===== src/rtl/pipeline_hazard_ctrl.sv =====
// pipeline_hazard_ctrl
//   Central flush/stall sequencer for the 3-stage RV32I pipeline. Resolves branches and jumps
//   in EX, drives the PC redirect and a FLUSH_DEPTH-cycle wrong-path squash window, and
//   sequences load-use stalls (hold PC + IF/ID, bubble into EX).
//
// Parameters
//   FLUSH_DEPTH     cycles squash stays high after a taken redirect (1..7)
//   LOAD_USE_STALL  stall cycles inserted per load-use hazard (1..7)
//
// Optional feature macro: HAZARD_STATS_EN (adds redirect/stall event counters; when undefined
// the counter outputs are tied to zero).
//
// Ports
//   clk              clock
//   rst              synchronous, active-high reset
//   i_hold           global freeze: FSM, counters and registered outputs keep their value
//   i_ex_valid       EX holds a real (non-bubble) instruction
//   i_ex_inst        instruction in EX (opcode [6:2], funct3 [14:12])
//   i_br_eq          rs1 == rs2 from branch comparator
//   i_br_lt          rs1 < rs2 (signedness per funct3)
//   i_ld_use_hazard  load in EX feeds a source of the instruction in ID
//   o_pc_sel         select redirect target for next PC (registered)
//   o_squash         kill writes/stores of instructions in IF/ID/EX (registered)
//   o_stall_pc       hold PC and IF/ID register
//   o_bubble_ex      inject NOP into EX
//   o_br_illegal     valid branch with reserved funct3 010/011
//   o_flush_count    taken-redirect count (HAZARD_STATS_EN only, else 0)
//   o_stall_count    stall cycles asserted (HAZARD_STATS_EN only, else 0)

module pipeline_hazard_ctrl #(
    parameter int unsigned FLUSH_DEPTH    = 3,
    parameter int unsigned LOAD_USE_STALL = 1
) (
    input  logic        clk,
    input  logic        rst,
    input  logic        i_hold,
    input  logic        i_ex_valid,
    input  logic [31:0] i_ex_inst,
    input  logic        i_br_eq,
    input  logic        i_br_lt,
    input  logic        i_ld_use_hazard,
    output logic        o_pc_sel,
    output logic        o_squash,
    output logic        o_stall_pc,
    output logic        o_bubble_ex,
    output logic        o_br_illegal,
    output logic [31:0] o_flush_count,
    output logic [31:0] o_stall_count
);

    localparam logic [4:0] OpcBranch = 5'b11000;
    localparam logic [4:0] OpcJal    = 5'b11011;
    localparam logic [4:0] OpcJalr   = 5'b11001;

    localparam logic [2:0] FlushInit  = 3'(FLUSH_DEPTH - 1);
    // Only meaningful when LOAD_USE_STALL > 1; the first stall cycle comes from RUN itself.
    localparam logic [2:0] StallInit  = 3'(LOAD_USE_STALL - 2);
    localparam bit         StallMulti = (LOAD_USE_STALL > 1);

    typedef enum logic [1:0] {
        StRun   = 2'd0,
        StFlush = 2'd1,
        StStall = 2'd2
    } state_t;

    state_t     r_state;
    logic [2:0] r_cnt;
    logic       r_redirect;
    logic       r_squash;

    logic [4:0] w_opcode;
    logic [2:0] w_funct3;
    logic       w_is_branch;
    logic       w_is_jump;
    logic       w_cond;
    logic       w_live;
    logic       w_taken;
    logic       w_stall;
    logic       w_unused;

    assign w_opcode    = i_ex_inst[6:2];
    assign w_funct3    = i_ex_inst[14:12];
    assign w_is_branch = (w_opcode == OpcBranch);
    assign w_is_jump   = (w_opcode == OpcJal) || (w_opcode == OpcJalr);

    // Fields of the instruction this block does not decode.
    assign w_unused = ^{i_ex_inst[31:15], i_ex_inst[11:7], i_ex_inst[1:0]};

    always_comb begin
        w_cond = 1'b0;
        case (w_funct3)
            3'b000:         w_cond = i_br_eq;
            3'b001:         w_cond = ~i_br_eq;
            3'b100, 3'b110: w_cond = i_br_lt;
            3'b101, 3'b111: w_cond = ~i_br_lt;
            default:        w_cond = 1'b0;
        endcase
    end

    // Squashed instructions are wrong-path and hold blocks any new detection.
    assign w_live  = i_ex_valid & ~r_squash & ~i_hold;
    assign w_taken = w_live & (w_is_jump | (w_is_branch & w_cond));

    assign o_br_illegal = w_live & w_is_branch & (w_funct3[2:1] == 2'b01);

    // First stall cycle is raised combinationally from RUN; the rest come from STALL.
    assign w_stall = ((r_state == StRun) & i_ld_use_hazard & ~w_taken & ~i_hold)
                   | (r_state == StStall);

    assign o_stall_pc  = w_stall;
    assign o_bubble_ex = w_stall;
    assign o_pc_sel    = r_redirect;
    assign o_squash    = r_squash;

    always_ff @(posedge clk) begin
        if (rst) begin
            r_state    <= StRun;
            r_cnt      <= 3'd0;
            r_redirect <= 1'b0;
            r_squash   <= 1'b0;
        end else if (!i_hold) begin
            r_redirect <= w_taken;
            if (w_taken) begin
                // A redirect also aborts an in-progress stall.
                r_state  <= StFlush;
                r_cnt    <= FlushInit;
                r_squash <= 1'b1;
            end else begin
                case (r_state)
                    StRun: begin
                        if (i_ld_use_hazard && StallMulti) begin
                            r_state <= StStall;
                            r_cnt   <= StallInit;
                        end
                    end
                    StFlush: begin
                        if (r_cnt == 3'd0) begin
                            r_state  <= StRun;
                            r_squash <= 1'b0;
                        end else begin
                            r_cnt <= r_cnt - 3'd1;
                        end
                    end
                    StStall: begin
                        if (r_cnt == 3'd0) begin
                            r_state <= StRun;
                        end else begin
                            r_cnt <= r_cnt - 3'd1;
                        end
                    end
                    default: begin
                        r_state  <= StRun;
                        r_cnt    <= 3'd0;
                        r_squash <= 1'b0;
                    end
                endcase
            end
        end
    end

`ifdef HAZARD_STATS_EN
    logic [31:0] r_flush_count;
    logic [31:0] r_stall_count;

    always_ff @(posedge clk) begin
        if (rst) begin
            r_flush_count <= 32'd0;
            r_stall_count <= 32'd0;
        end else if (!i_hold) begin
            r_flush_count <= r_flush_count + 32'(w_taken);
            r_stall_count <= r_stall_count + 32'(w_stall);
        end
    end

    assign o_flush_count = r_flush_count;
    assign o_stall_count = r_stall_count;
`else
    assign o_flush_count = 32'd0;
    assign o_stall_count = 32'd0;
`endif

endmodule


===== config.mk =====
export PLATFORM = sky130hd
export DESIGN_NAME = pipeline_hazard_ctrl
export DESIGN_NICKNAME = d
export VERILOG_FILES = /design/src/rtl/pipeline_hazard_ctrl.sv
export SDC_FILE = /design/constraint.sdc
export NUM_CORES = 1
export LEC_CHECK = 0
export ABC_AREA = 0
export CORE_MARGIN = 1
export CORE_UTILIZATION = 23
export CTS_CLUSTER_DIAMETER = 200
export CTS_CLUSTER_SIZE = 24
export DETAILED_ROUTE_END_ITERATION = 7
export GPL_TIMING_DRIVEN = 0
export PLACE_DENSITY = 0.82
export REMOVE_ABC_BUFFERS = 1
export SYNTH_ARGS = -nofsm -noshare
export SYNTH_HDL_FRONTEND = slang
export SYNTH_SLANG_ARGS = --single-unit

===== constraint.sdc =====
create_clock -name clk -period 2.5 [get_ports clk]
set_clock_uncertainty 0.05 [all_clocks]
set_input_delay 0.625 -clock clk [delete_from_list [all_inputs] [get_ports clk]]
set_output_delay 0.625 -clock clk [all_outputs]
set_load 0.005 [all_outputs]

### Word level (Yosys, flattened, before mapping)

Index checks and enable logic that the tools add are counted.

* flip-flop bits (word level): 7
* output and inout bits: 69

* $add $sub $neg: 1
* equal/unequal tests: 16
* muxes and demuxes: 10
* bitwise logic cells: 16
* reductions and logical operators: 11

Operators with widths (count)
* $eq A5 B5 Y1 const B: 3
* $eq A3 B3 Y1 const B: 4
* $and A1 B1 Y1: 9
* $reduce_and A3 Y1: 3
* $reduce_or A2 Y1: 4
* $logic_not A3 Y1: 2
* $mux W3: 2
* $ne A3 B3 Y1 const B: 2
* $pmux W3 S2: 1
* $not A1 Y1: 5
* $eq A2 B1 Y1 const B: 2
* $mux W2: 2
* $pmux W1 S4: 1
* $pmux W2 S2: 1
* $eq A3 B1 Y1 const B: 1
* $ne A3 B1 Y1 const B: 1
* $sub A3 B1 Y3 const B: 1
* $eq A2 B2 Y1 const B: 1
* $logic_not A2 Y1: 1
* $mux W1: 2
* $ne A2 B1 Y1 const B: 1
* $ne A2 B2 Y1 const B: 1
* $or A1 B1 Y1: 2
* $pmux W1 S2: 1
* $logic_or A1 B1 Y1: 1

### Logic depth before layout (Yosys ltp)

Gate-level depths: netlist of run 1.

* word-level depth: 10
* mapped depth: 6
* depth with buffers taken out: 6

### Worst setup path after synthesis of run 1

Ideal clock, no wire load.

* kind: input port to output port
* start point: input port i_ex_inst[14]
* end point: output port o_stall_pc
* data arrival time: 1.837 ns
* required time: 1.825 ns
* slack: -0.012 ns
* cell stages on the path: 5
* buffers on the path: 1
* cells stage by stage: or3_1 -> a32o_1 -> o31a_1 -> and3_1 -> buf_4

* longest elaborated chain between the ends: 10

Ends and longest elaborated chain
* start, declared: RTL line 38 `input logic [31:0] i_ex_inst,`
* $eq A3 B3 Y1: RTL line 91 `case (w_funct3)`
* $reduce_or A2 Y1: RTL line 91
* $pmux W1 S4 (*): RTL line 91
* $and A1 B1 Y1 (*): RTL line 102 `assign w_taken = w_live & (w_is_jump | (w_is_branch & w_cond));`
* $or A1 B1 Y1 (*): RTL line 102
* $and A1 B1 Y1 (*): RTL line 102
* $not A1 Y1 (*): RTL line 107 `assign w_stall = ((r_state == StRun) & i_ld_use_hazard & ~w_taken & ~i_hold)`
* $and A1 B1 Y1 (*) (2 in series): RTL line 107
* $or A1 B1 Y1 (*): RTL line 108 `| (r_state == StStall);`
* end, declared: RTL line 44 `output logic o_stall_pc,`

Mark *: on every way between the ends. The rest lies on a longest branch, timed or not.

### Worst setup path in the final report of run 1

* start point: input port i_ex_inst[14]
* end point: output port o_bubble_ex

* longest elaborated chain between the ends: 10

Ends and longest elaborated chain
* $eq A3 B3 Y1: RTL line 91
* $reduce_or A2 Y1: RTL line 91
* $pmux W1 S4 (*): RTL line 91
* $and A1 B1 Y1 (*): RTL line 102
* $or A1 B1 Y1 (*): RTL line 102
* $and A1 B1 Y1 (*): RTL line 102
* $not A1 Y1 (*): RTL line 107
* $and A1 B1 Y1 (*) (2 in series): RTL line 107
* $or A1 B1 Y1 (*): RTL line 108
* end, declared: RTL line 45 `output logic o_bubble_ex,`

Marked as above.

==> metrics.md, run 1 <==
| Metric | Value |
|---|---|
| Flops & latches, synth | 6 |
| First-pass GRT wire length | approximately 1800 um |
| Crit path max fanout | 4 |
| Post-Syn Area | between 800 and 900 sq um |
| DR vias/cell | ~3.2 |
| Layout area overhead | 8.12% |
| Overall Power | 0.000310 W |
| CTS Buf Count | 3 |
| Vias in the first global route | about 410 |
| MaxCap Viol Count | 0 |
| Fmax achieved | ~400 MHz |
| Complex-gate fraction of the synthesized area | under 10% |
| TritonCTS clock tree | yes |
| Seq/Total Area, Yosys | between 10% and 20% |
| Clk_lat worst skew | 0.22 ns |
| Synthesized instance count | approximately 110 |
| Num rows | 21 |
| Die height | 62.7 um |
| Worst vdd ir | 0.239 mV |
| CP Capture Type | output port |
| Antenna cells | 0 |
| WL final | about 1200 um |
| Clock share of power | 46.4% |
| Fin crit share | 102% |
| Adder-cell share of the synthesized area | 2.95% |
| Largest net degree at the start of global routing | 7 |
| Sw power | between 0.00007 and 0.00008 W |
| DR iter-0 viols | 0 |
| Critical path class | primary input to output port |
| Fin area | 916 sq um |
| Most frequent cells in the layout | 64 x conb_1, 8 x clkdlybuf4s50_1, 6 x dfxtp_1 |
| Most common cell after layout, fill and taps aside | conb_1 |
| Routed WL per cell | 6.92 um |
| Top-Level Pins | approximately 110 |
| PwrDens | around 340 nW/um^2 |
| Clock Sinks | 6 |
| Switching share of power | around a quarter |
| Die extent in x | ~63 um |
| DR pass1 iterations | 1 |
| Synth warn | 0 |
| Yosys cell types | 25 |
| Setup slack after layout | -0.0604 ns |
| Leakage dissipation | approximately 0.47 nW |
| Layout cells sized above 1 | 12.2% |
| CTS Buffer Depth | 2 |
| Overflow after GRT | 0 |
| Final ANT Viol Nets | 0 |
| Post-synthesis mux area share | approximately 1.3% |
| Logic pwr share | a little over a fifth |
| Hold Path Class | register to register |
| Initial antenna violation count | 0 |
| Startpoint Class | primary input |
| Nets | 174 |
| Vias post-DR | 570 |
| Average size of a mapped cell | slightly below 8 sq um |
| DRC errors left | 0 |
| Failing checks | setup timing |
| Final RePlAce weighted congestion | ~0.69 |
| Initial core utilization | roughly a quarter |
| Final setup vio count | 2 |
| Port bufs | 19 |
| GR Util All Layers | between 5 and 6% |
| Final Slew Violations | 0 |
| Final Hold Viols | 0 |
| Clock slew seen by the registers of the worst setup and hold paths | approximately 0.040 ns |
| Crit path arrival time | 1.89 ns |
| Largest family of logic cells by synthesized area | buffers and inverters |
| Clk root buf | clkbuf_8 |
| Cell Area, Placed | between 800 and 900 sq um |
| H-tree depth | 1 |
| Core ar. | 3440 sq um |
| Crit path required time | 1.82 ns |
| Final worst path period need | approximately 2.6 ns |
| Fraction of power consumed by sequential logic | between 30% and 40% |
| Outcome | finished, violations left |
| RSZ-0062 raised after global routing | true |
| Detailed placement HPWL | ~1000 um |
| Xor-xnor portion of the synthesized cell area | under 10% |
| DIE AREA | roughly 3900 sq um |
| Int Power | around 0.00023 W |
| Post-Synth Simple-Gate Area | between 10% and 20% |
[repair_timing]
| item | 4_1_cts | 5_1_grt |
|---|---|---|
| gates resized for setup | 34 | 4 |
| endpoints found under the setup margin | 3 | 3 |
| setup buffers | 2 | 1 |
| hold buffers | 0 | 0 |
| pin swaps | 7 | 2 |
| endpoints found under the hold margin | 0 | 0 |
[registers in the layout (all words and copies together), names as in the netlist]
register / cells
r_cnt: 3
o_pc_sel: 1
o_squash: 1
r_state: 1
[area by class of cell]
| type | count | area, sq um |
|---|---|---|
| Inverter | 2 | 7.51 |
| Clock buffer | 3 | 41.3 |
| Sequential cell | 6 | 120 |
| Fill cell | 395 | 2530 |
| Tap cell | 46 | 57.6 |
| Timing Repair Buffer | 22 | 201 |
| Multi-Input combinational cell | 98 | 488 |
[critical path, cell delays in order]
cell and delay [ns]:
buf_8 0.10, or3_1 0.35, a32o_1 0.25, o31a_1 0.27, and3_4 0.17, buf_6 0.11
[power groups by stage]
stage	logic [W]	clock network (W)	registers, W
after floorplan	0.0000309	0	0.0000994
after detailed placement	0.0000636	0	0.0000995
final	0.0000682	0.000144	0.0000983
after CTS	0.0000654	0.000148	0.0000983
after global routing	0.0000773	0.000153	0.0000983
after global placement	0.0000626	0	0.0000994
[metrics by stage]
stage          hold WS, ns  TNS (ns)  std cells  util (%)  setup WS [ns]
2_1_floorplan        0.397         0        106         -          0.111
3_3_place_gp         0.397     -2.72        171      24.5         -0.984
3_5_place_dp         0.400     -2.72        171      24.5          -1.01
4_1_cts              0.409    -0.226        176      26.5         -0.113
5_1_grt              0.455    -0.223        177      26.6         -0.112
6_report             0.412    -0.120        177      26.6        -0.0604
[final timing paths]
kind                 start           to  slack [ns]  cells after the start
max          i_ex_inst[14]  o_bubble_ex       -0.06                      6
min               o_pc_sel     o_pc_sel        0.41                      2
max reg2reg       o_squash     r_cnt[0]        0.95                      5
min reg2reg       o_pc_sel     o_pc_sel        0.41                      2
[routing by layer]
layer	up-vias	track usage [%]	routed length, um
met5	-	0	0
met4	0	4.36	14
met3	2	0.912	85
met2	43	10.3	658
met1	254	6.45	466
li1	271	-	-
[cell families (layout without fill, tap and decap cells)]
logic type / count (synthesis) / after routing
compound gates: 10 / 10
other cells: 1 / 64
mux: 1 / 1
simple gates: 20 / 20
xor+xnor: 1 / 1
fa+ha+maj: 2 / 2
flops: 6 / 6
buf+inv: 67 / 27
[cell usage after synthesis, drive strengths merged]
library cell | instances | area (sq um)
and3b | 2 | 17.5
inv | 2 | 7.51
ha | 2 | 25.0
or2b | 1 | 7.51
dfxtp | 6 | 120
nand2b | 3 | 18.8
buf | 65 | 488
or3b | 1 | 8.76
mux2 | 1 | 11.3
o21ai | 3 | 15.0
a32o | 1 | 10.0
nand2 | 2 | 7.51
conb | 1 | 3.75
nor4b | 1 | 8.76
nand3 | 2 | 10.0
nor2b | 1 | 6.26
o31a | 1 | 8.76
nor2 | 2 | 7.51
xnor2 | 1 | 8.76
and3 | 1 | 6.26
and2 | 1 | 6.26
or3 | 1 | 6.26
nand4 | 1 | 6.26
nor4 | 1 | 6.26
a21oi | 5 | 25.0
Power figures use the tool's default switching activity.
==> run 2: changes to the inputs <==
PLACE_DENSITY = 0.76   (was 0.82)
==> run 2 against run 1 <==
  * The flow still finishes with violations (setup timing)
  * Fmax decreased by 1.4%
  * Die area unchanged
  * Global-route usage is 0.35 points higher
  * Sequential power is essentially flat
  * Core utilization up 0.47 points
  * Clock-buffer cell count did not move
  * Setup slack worse by 0.036 ns
  * Via count decreased by 1.2%
  * Clock power barely moved
  * Highest routed layer unchanged
==> metrics.md, run 2 (same netlist as run 1, synthesis figures left out) <==
| Metric | Value |
|---|---|
| Core ar. | 3440 sq um (unchanged) |
| Final Hold Viols | 0 (unchanged) |
| Port bufs | 19 (unchanged) |
| Largest net degree at the start of global routing | 7 (unchanged) |
| Clock Sinks | 6 (unchanged) |
| Setup slack after layout | -0.0966 ns (-0.0362 ns) |
| DR vias/cell | 3.16 (-1.8%) |
| Leakage dissipation | 0.478 nW (+0.81%) |
| Die extent in x | 62.7 um (unchanged) |
| DR iter-0 viols | 5 (+5) |
| Overflow after GRT | 0 (unchanged) |
| PwrDens | 336 nW/um^2 (-0.82%) |
| Hold_sp | o_pc_sel |
| Layout area overhead | 10.0% |
| Clock slew seen by the registers of the worst setup and hold paths | 0.04 ns (about the same) |
| Startpoint Class | primary input |
| CTS Buffer Depth | 2 (unchanged) |
| Fillers | 394 (-0.25%) |
| Nets | 175 (+0.57%) |
| Hold Path Class | register to register |
| Crit path arrival time | 1.92 ns (+0.03 ns) |
| Top-Level Pins | 108 (unchanged) |
| Final Slew Violations | 0 (unchanged) |
| GR Util All Layers | 6.27% (+0.35 points) |
| Crit path max fanout | 4 (unchanged) |
| CP Capture Type | output port |
| Clk root buf | clkbuf_8 |
| Antenna cells | 0 (unchanged) |
| Worst path cell trace | buf_8, or3_1, a32o_2, o31a_1, and3_4, buf_6 |
| Fmax achieved | 385 MHz (-1.4%) |
| CTS Buf Count | 3 (unchanged) |
| CP max stage delay | 0.36 ns (about the same) |
| Setup_tns | -0.191 ns (-0.0715 ns) |
| Hold endpoint | o_pc_sel |
| Detailed placement HPWL | 1020 um (+0.84%) |
| Final ANT Viol Nets | 0 (unchanged) |
| Initial core utilization | 24.6% (unchanged) |
| Most frequent cells in the layout | 64 x conb_1, 8 x clkdlybuf4s50_1, 6 x dfxtp_1 |
| H-tree depth | 1 (unchanged) |
| DR pass1 iterations | 3 (+2) |
| Initial antenna violation count | 0 (unchanged) |
| Crit path required time | 1.82 ns (about the same) |
| Final setup vio count | 2 (unchanged) |
| Worst vdd ir | 0.219 mV (-8.3%) |
| Reg2reg start | o_squash |
| Vias post-DR | 563 (-1.2%) |
| MaxCap Viol Count | 0 (unchanged) |
| DRC errors left | 0 (unchanged) |
| Layout cells sized above 1 | 15.2% (+2.9 points) |
| Final RePlAce weighted congestion | 0.621 (-9.4%) |
| Pre-CTS WS | -0.999 ns (+0.00603 ns) |
| Fin util | 27.1% (+0.47 points) |
| R2R setup slack | 0.92 ns (-0.03 ns) |
| DIE AREA | 3930 sq um (unchanged) |
| Outcome | finished, violations left |
| Worst Hold Path Cells | 2 (unchanged) |
| Failing checks | setup timing |
| Routed WL per cell | 7.15 um (+3.3%) |
| Max reg flops | 3 (unchanged) |
| Clk_lat worst skew | 0.22 ns (about the same) |
| Num rows | 21 (unchanged) |
| Worst Reg-to-Reg Cells | 5 (unchanged) |
| Final worst path period need | 2.60 ns (+0.0362 ns) |
| RSZ-0062 raised after global routing | true |
| Critical path class | primary input to output port |
| Most common cell after layout, fill and taps aside | conb_1 |
| Vias in the first global route | 428 (+3.4%) |
| Reg with most FFs | r_cnt |
| Die height | 62.7 um (unchanged) |
| First-pass GRT wire length | 1890 um (+2.2%) |
| TritonCTS clock tree | yes |
| RR Endpoint | r_cnt[0] |
| Fin crit share | 104% (+1.4 points) |
| Crit-path slowest cell | or3_1 |
| WL final | 1270 um (+3.9%) |
==> run 2: changes by cell type in the layout (fill, tap and decap cells not counted), sizes merged <==
| cell | before | now |
|---|---|---|
| clkdlybuf4s15 | 0 | 2 |
| buf | 8 | 11 |
| dlygate4sd2 | 4 | 2 |
| clkbuf | 5 | 3 |
==> run 2: worst max-delay path by stage <==
| stage | startpoint | endpoint | cells after the start |
|---|---|---|---|
| floorplan | i_ex_inst[14] | o_bubble_ex | 4 |
| global placement | i_hold | o_stall_pc | 6 |
| detailed placement | i_hold | o_stall_pc | 6 |
| CTS | i_ex_inst[14] | o_stall_pc | 6 |
| global route | i_ex_inst[14] | o_stall_pc | 6 |
| finish | i_ex_inst[14] | o_stall_pc | 6 |
==> run 2: critical path: cells and delay by family <==
kind | cells | cell delay, ns
AND/OR/NAND/NOR | 2 | 0.56
buffers and inverters | 2 | 0.21
AO/OA/AOI/OAI | 2 | 0.53
==> run 2: area by class of cell <==
type | instances | area (sq um) | area share (%)
Clock buffer | 3 | 41.3 | 4.43
Tap cell | 46 | 57.6 | 6.17
Timing Repair Buffer | 23 | 205 | 22.0
Inverter | 2 | 7.51 | 0.805
Sequential cell | 6 | 120 | 12.9
Multi-Input combinational cell | 98 | 500 | 53.7
==> run 2: metrics by stage <==
| step | std cells | instance area (sq um) | total power, W | hold WS [ns] |
|---|---|---|---|---|
| after floorplan | 106 | 596 | 0.000130 | 0.397 |
| after global placement | 171 | 843 | 0.000163 | 0.398 |
| after detailed placement | 171 | 843 | 0.000163 | 0.399 |
| after CTS | 178 | 931 | 0.000315 | 0.407 |
| after global routing | 178 | 932 | 0.000332 | 0.442 |
| final | 178 | 932 | 0.000313 | 0.411 |
==> run 2: per-layer routing <==
metal	global-route usage (%)	wire length, um	vias up
met1	7.11	473	246
met3	1.28	109	2
met2	10.5	674	43
met4	4.36	14	0
li1	-	-	272
met5	0	0	-
==> run 2: timing repair <==
item                                    in CTS  in global routing
endpoints found under the setup margin       3                  3
pin swaps                                    8                  6
resized for setup                           40                  5
hold buffers                                 0                  0
buffers inserted                             4                  0
==> run 2: where the power goes <==
part / switching [W] / internal [W] / leakage [nW]
Combinational: 0.0000389 / 0.0000313 / 0.408
Sequential: 0.000000861 / 0.0000974 / 0.0484
Clock: 0.0000414 / 0.000103 / 0.0216
==> run 3: changes to the inputs <==
CORE_ASPECT_RATIO = 2   (was not set)
TNS_END_PERCENT = 50   (was not set)
==> run 3 against run 2 <==
  * The flow still finishes with violations (setup timing)
  * Via count is 7.5% higher
  * Fmax is 0.14% lower
  * Sequential power hardly changed
  * Sequential share of layout area is 0.15 points lower
  * Clock power hardly changed
==> metrics.md, run 3 (same netlist as run 1, synthesis figures left out) <==
| Metric | Value |
|---|---|
| Sw power | 0.0000805 W (-0.82%) |
| Port bufs | 19 (unchanged) |
| CTS Buf Count | 3 (unchanged) |
| Initial antenna violation count | 0 (unchanged) |
| WL final | 1290 um (+1.3%) |
| DR vias/cell | 3.34 (+5.7%) |
| Top-Level Pins | 108 (unchanged) |
| Vias in the first global route | 467 (+9.1%) |
| Fmax achieved | 385 MHz (-0.14%) |
| CP Capture Type | output port |
| Antenna cells | 0 (unchanged) |
| Clock Sinks | 6 (unchanged) |
| Worst Reg-to-Reg Cells | 7 (+2) |
| Nets | 176 (+0.57%) |
| First-pass GRT wire length | 1810 um (-4.0%) |
| Hold endpoint | o_pc_sel |
| Largest net degree at the start of global routing | 7 (unchanged) |
| Worst Hold Path Cells | 2 (unchanged) |
| DRC errors left | 0 (unchanged) |
| Clock slew seen by the registers of the worst setup and hold paths | 0.04 ns (about the same) |
| R2R setup slack | 0.77 ns (-0.15 ns) |
| Setup slack after layout | -0.100 ns (-0.00353 ns) |
| Worst path cell trace | buf_8, or3_1, a32o_1, o31a_1, and3_4, buf_6 |
| Hold buffers post-CTS | 0 (unchanged) |
| DR pass1 iterations | 2 (-1) |
| MaxCap Viol Count | 0 (unchanged) |
| Startpoint Class | primary input |
| RR Endpoint | r_cnt[0] |
| TritonCTS clock tree | yes |
| Critical path class | primary input to output port |
| Layout cells sized above 1 | 15.8% (+0.64 points) |
| Clock share of power | 46.1% (about the same) |
| Detailed placement HPWL | 1020 um (-0.27%) |
| CP max stage delay | 0.36 ns (about the same) |
| Leakage dissipation | 0.477 nW (-0.20%) |
| Max reg flops | 3 (unchanged) |
| Final setup vio count | 2 (unchanged) |
| Initial core utilization | 24.5% (-0.080 points) |
| Crit path required time | 1.82 ns (about the same) |
| Worst Setup SP | i_ex_inst[14] |
| Fin crit share | 104% (+0.14 points) |
| Reg2reg start | o_squash |
| RSZ-0062 raised after global routing | true |
| Int Power | 0.000232 W (-0.19%) |
| Final RePlAce weighted congestion | 0.700 (+13%) |
| Final hold slack | 0.409 ns (-0.00170 ns) |
| Crit path max fanout | 4 (unchanged) |
| Most common cell after layout, fill and taps aside | conb_1 |
| Final worst path period need | 2.60 ns (+0.00353 ns) |
| Switching share of power | 25.8% (-0.12 points) |
| Worst vdd ir | 0.102 mV (-53%) |
| Overflow after GRT | 0 (unchanged) |
| Hold Path Class | register to register |
| Crit path arrival time | 1.93 ns (about the same) |
| Hold_sp | o_pc_sel |
| Layout area overhead | 11.4% |
| Fraction of power consumed by sequential logic | 31.4% (about the same) |
| Num rows | 30 (+43%) |
| Overall Power | 0.000312 W (-0.36%) |
| Clk_lat worst skew | 0.22 ns (about the same) |
| Final Hold Viols | 0 (unchanged) |
| Logic pwr share | 22.4% (about the same) |
| GR Util All Layers | 6.75% (+0.48 points) |
| Fillers | 390 (-1.0%) |
| Final Slew Violations | 0 (unchanged) |
| CTS Buffer Depth | 2 (unchanged) |
| Die extent in x | 44.9 um (-28%) |
| Most frequent cells in the layout | 64 x conb_1, 8 x clkdlybuf4s50_1, 6 x dfxtp_1 |
| Failing checks | setup timing |
| Routed WL per cell | 7.12 um (-0.34%) |
| Core ar. | 3450 sq um (+0.33%) |
| DR iter-0 viols | 1 (-4) |
| Clk root buf | clkbuf_8 |
| Vias post-DR | 605 (+7.5%) |
| Reg with most FFs | r_cnt |
| DIE AREA | 3940 sq um (+0.38%) |
| Die height | 87.8 um (+40%) |
| Outcome | finished, violations left |
| PwrDens | 331 nW/um^2 (-1.5%) |
| H-tree depth | 1 (unchanged) |
| Final ANT Viol Nets | 0 (unchanged) |
| Crit-path slowest cell | or3_1 |
[run 3: cell types whose count changed in the layout (fill, tap and decap cells not counted)]
cell	before	now
buf_4	4	5
dlygate4sd2_1	2	1
clkbuf_2	0	1
a32o_2	1	0
a32o_1	0	1
buf_2	4	3
buf_6	2	3
[run 3: per-layer routing]
layer / global-route usage [%] / up-vias / routed length (um)
met2: 12.0 / 82 / 631
met4: 6.61 / 0 / 42
met1: 4.46 / 246 / 319
li1: - / 272 / -
met3: 3.51 / 5 / 296
met5: 0 / - / 0
[run 3: critical path: cells and delay by family]
family | cells | cell delay, ns
AOI/OAI and AO/OA | 2 | 0.57
and+or+nand+nor | 2 | 0.53
buffers and inverters | 2 | 0.21
[run 3: cell type report]
cell class                 count  area, sq um  area share [%]
inverter                       2         7.51           0.796
tap                           48         60.1            6.37
sequential                     6          120            12.7
multi-input combinational     98          499            52.9
timing repair buffer          24          215            22.8
clock buffer                   3         41.3            4.38
[run 3: worst max path at each step]
| stage | slack, ns | to |
|---|---|---|
| 3_5_place_dp | -0.95 | o_stall_pc |
| 6_report | -0.10 | o_stall_pc |
| 5_1_grt | -0.13 | o_stall_pc |
| 4_1_cts | -0.11 | o_stall_pc |
| 2_1_floorplan | 0.11 | o_bubble_ex |
| 3_3_place_gp | -0.92 | o_stall_pc |
[run 3: power groups by stage]
stage	clock, W	combinational (W)	sequential, W
final	0.000144	0.0000700	0.0000982
after global routing	0.000158	0.0000795	0.0000982
after CTS	0.000148	0.0000664	0.0000981
after detailed placement	0	0.0000634	0.0000994
after global placement	0	0.0000630	0.0000994
after floorplan	0	0.0000309	0.0000994
[run 3: per-stage QoR]
step | setup TNS, ns | utilization (%) | cell area [sq um] | setup WS, ns | cells
floorplan | 0 | - | 596 | 0.111 | 106
global placement | -2.51 | 24.5 | 846 | -0.924 | 173
detailed placement | -2.60 | 24.5 | 846 | -0.951 | 173
CTS | -0.221 | 27.1 | 935 | -0.111 | 181
global route | -0.258 | 27.3 | 943 | -0.129 | 181
finish | -0.199 | 27.3 | 943 | -0.100 | 181
[run 3: repair_timing]
action / 4_1_cts / 5_1_grt
endpoints found under the hold margin: 0 / 0
resized for setup: 40 / 5
pin swaps: 7 / 2
buffers inserted: 5 / 0
setup endpoints to repair: 3 / 3
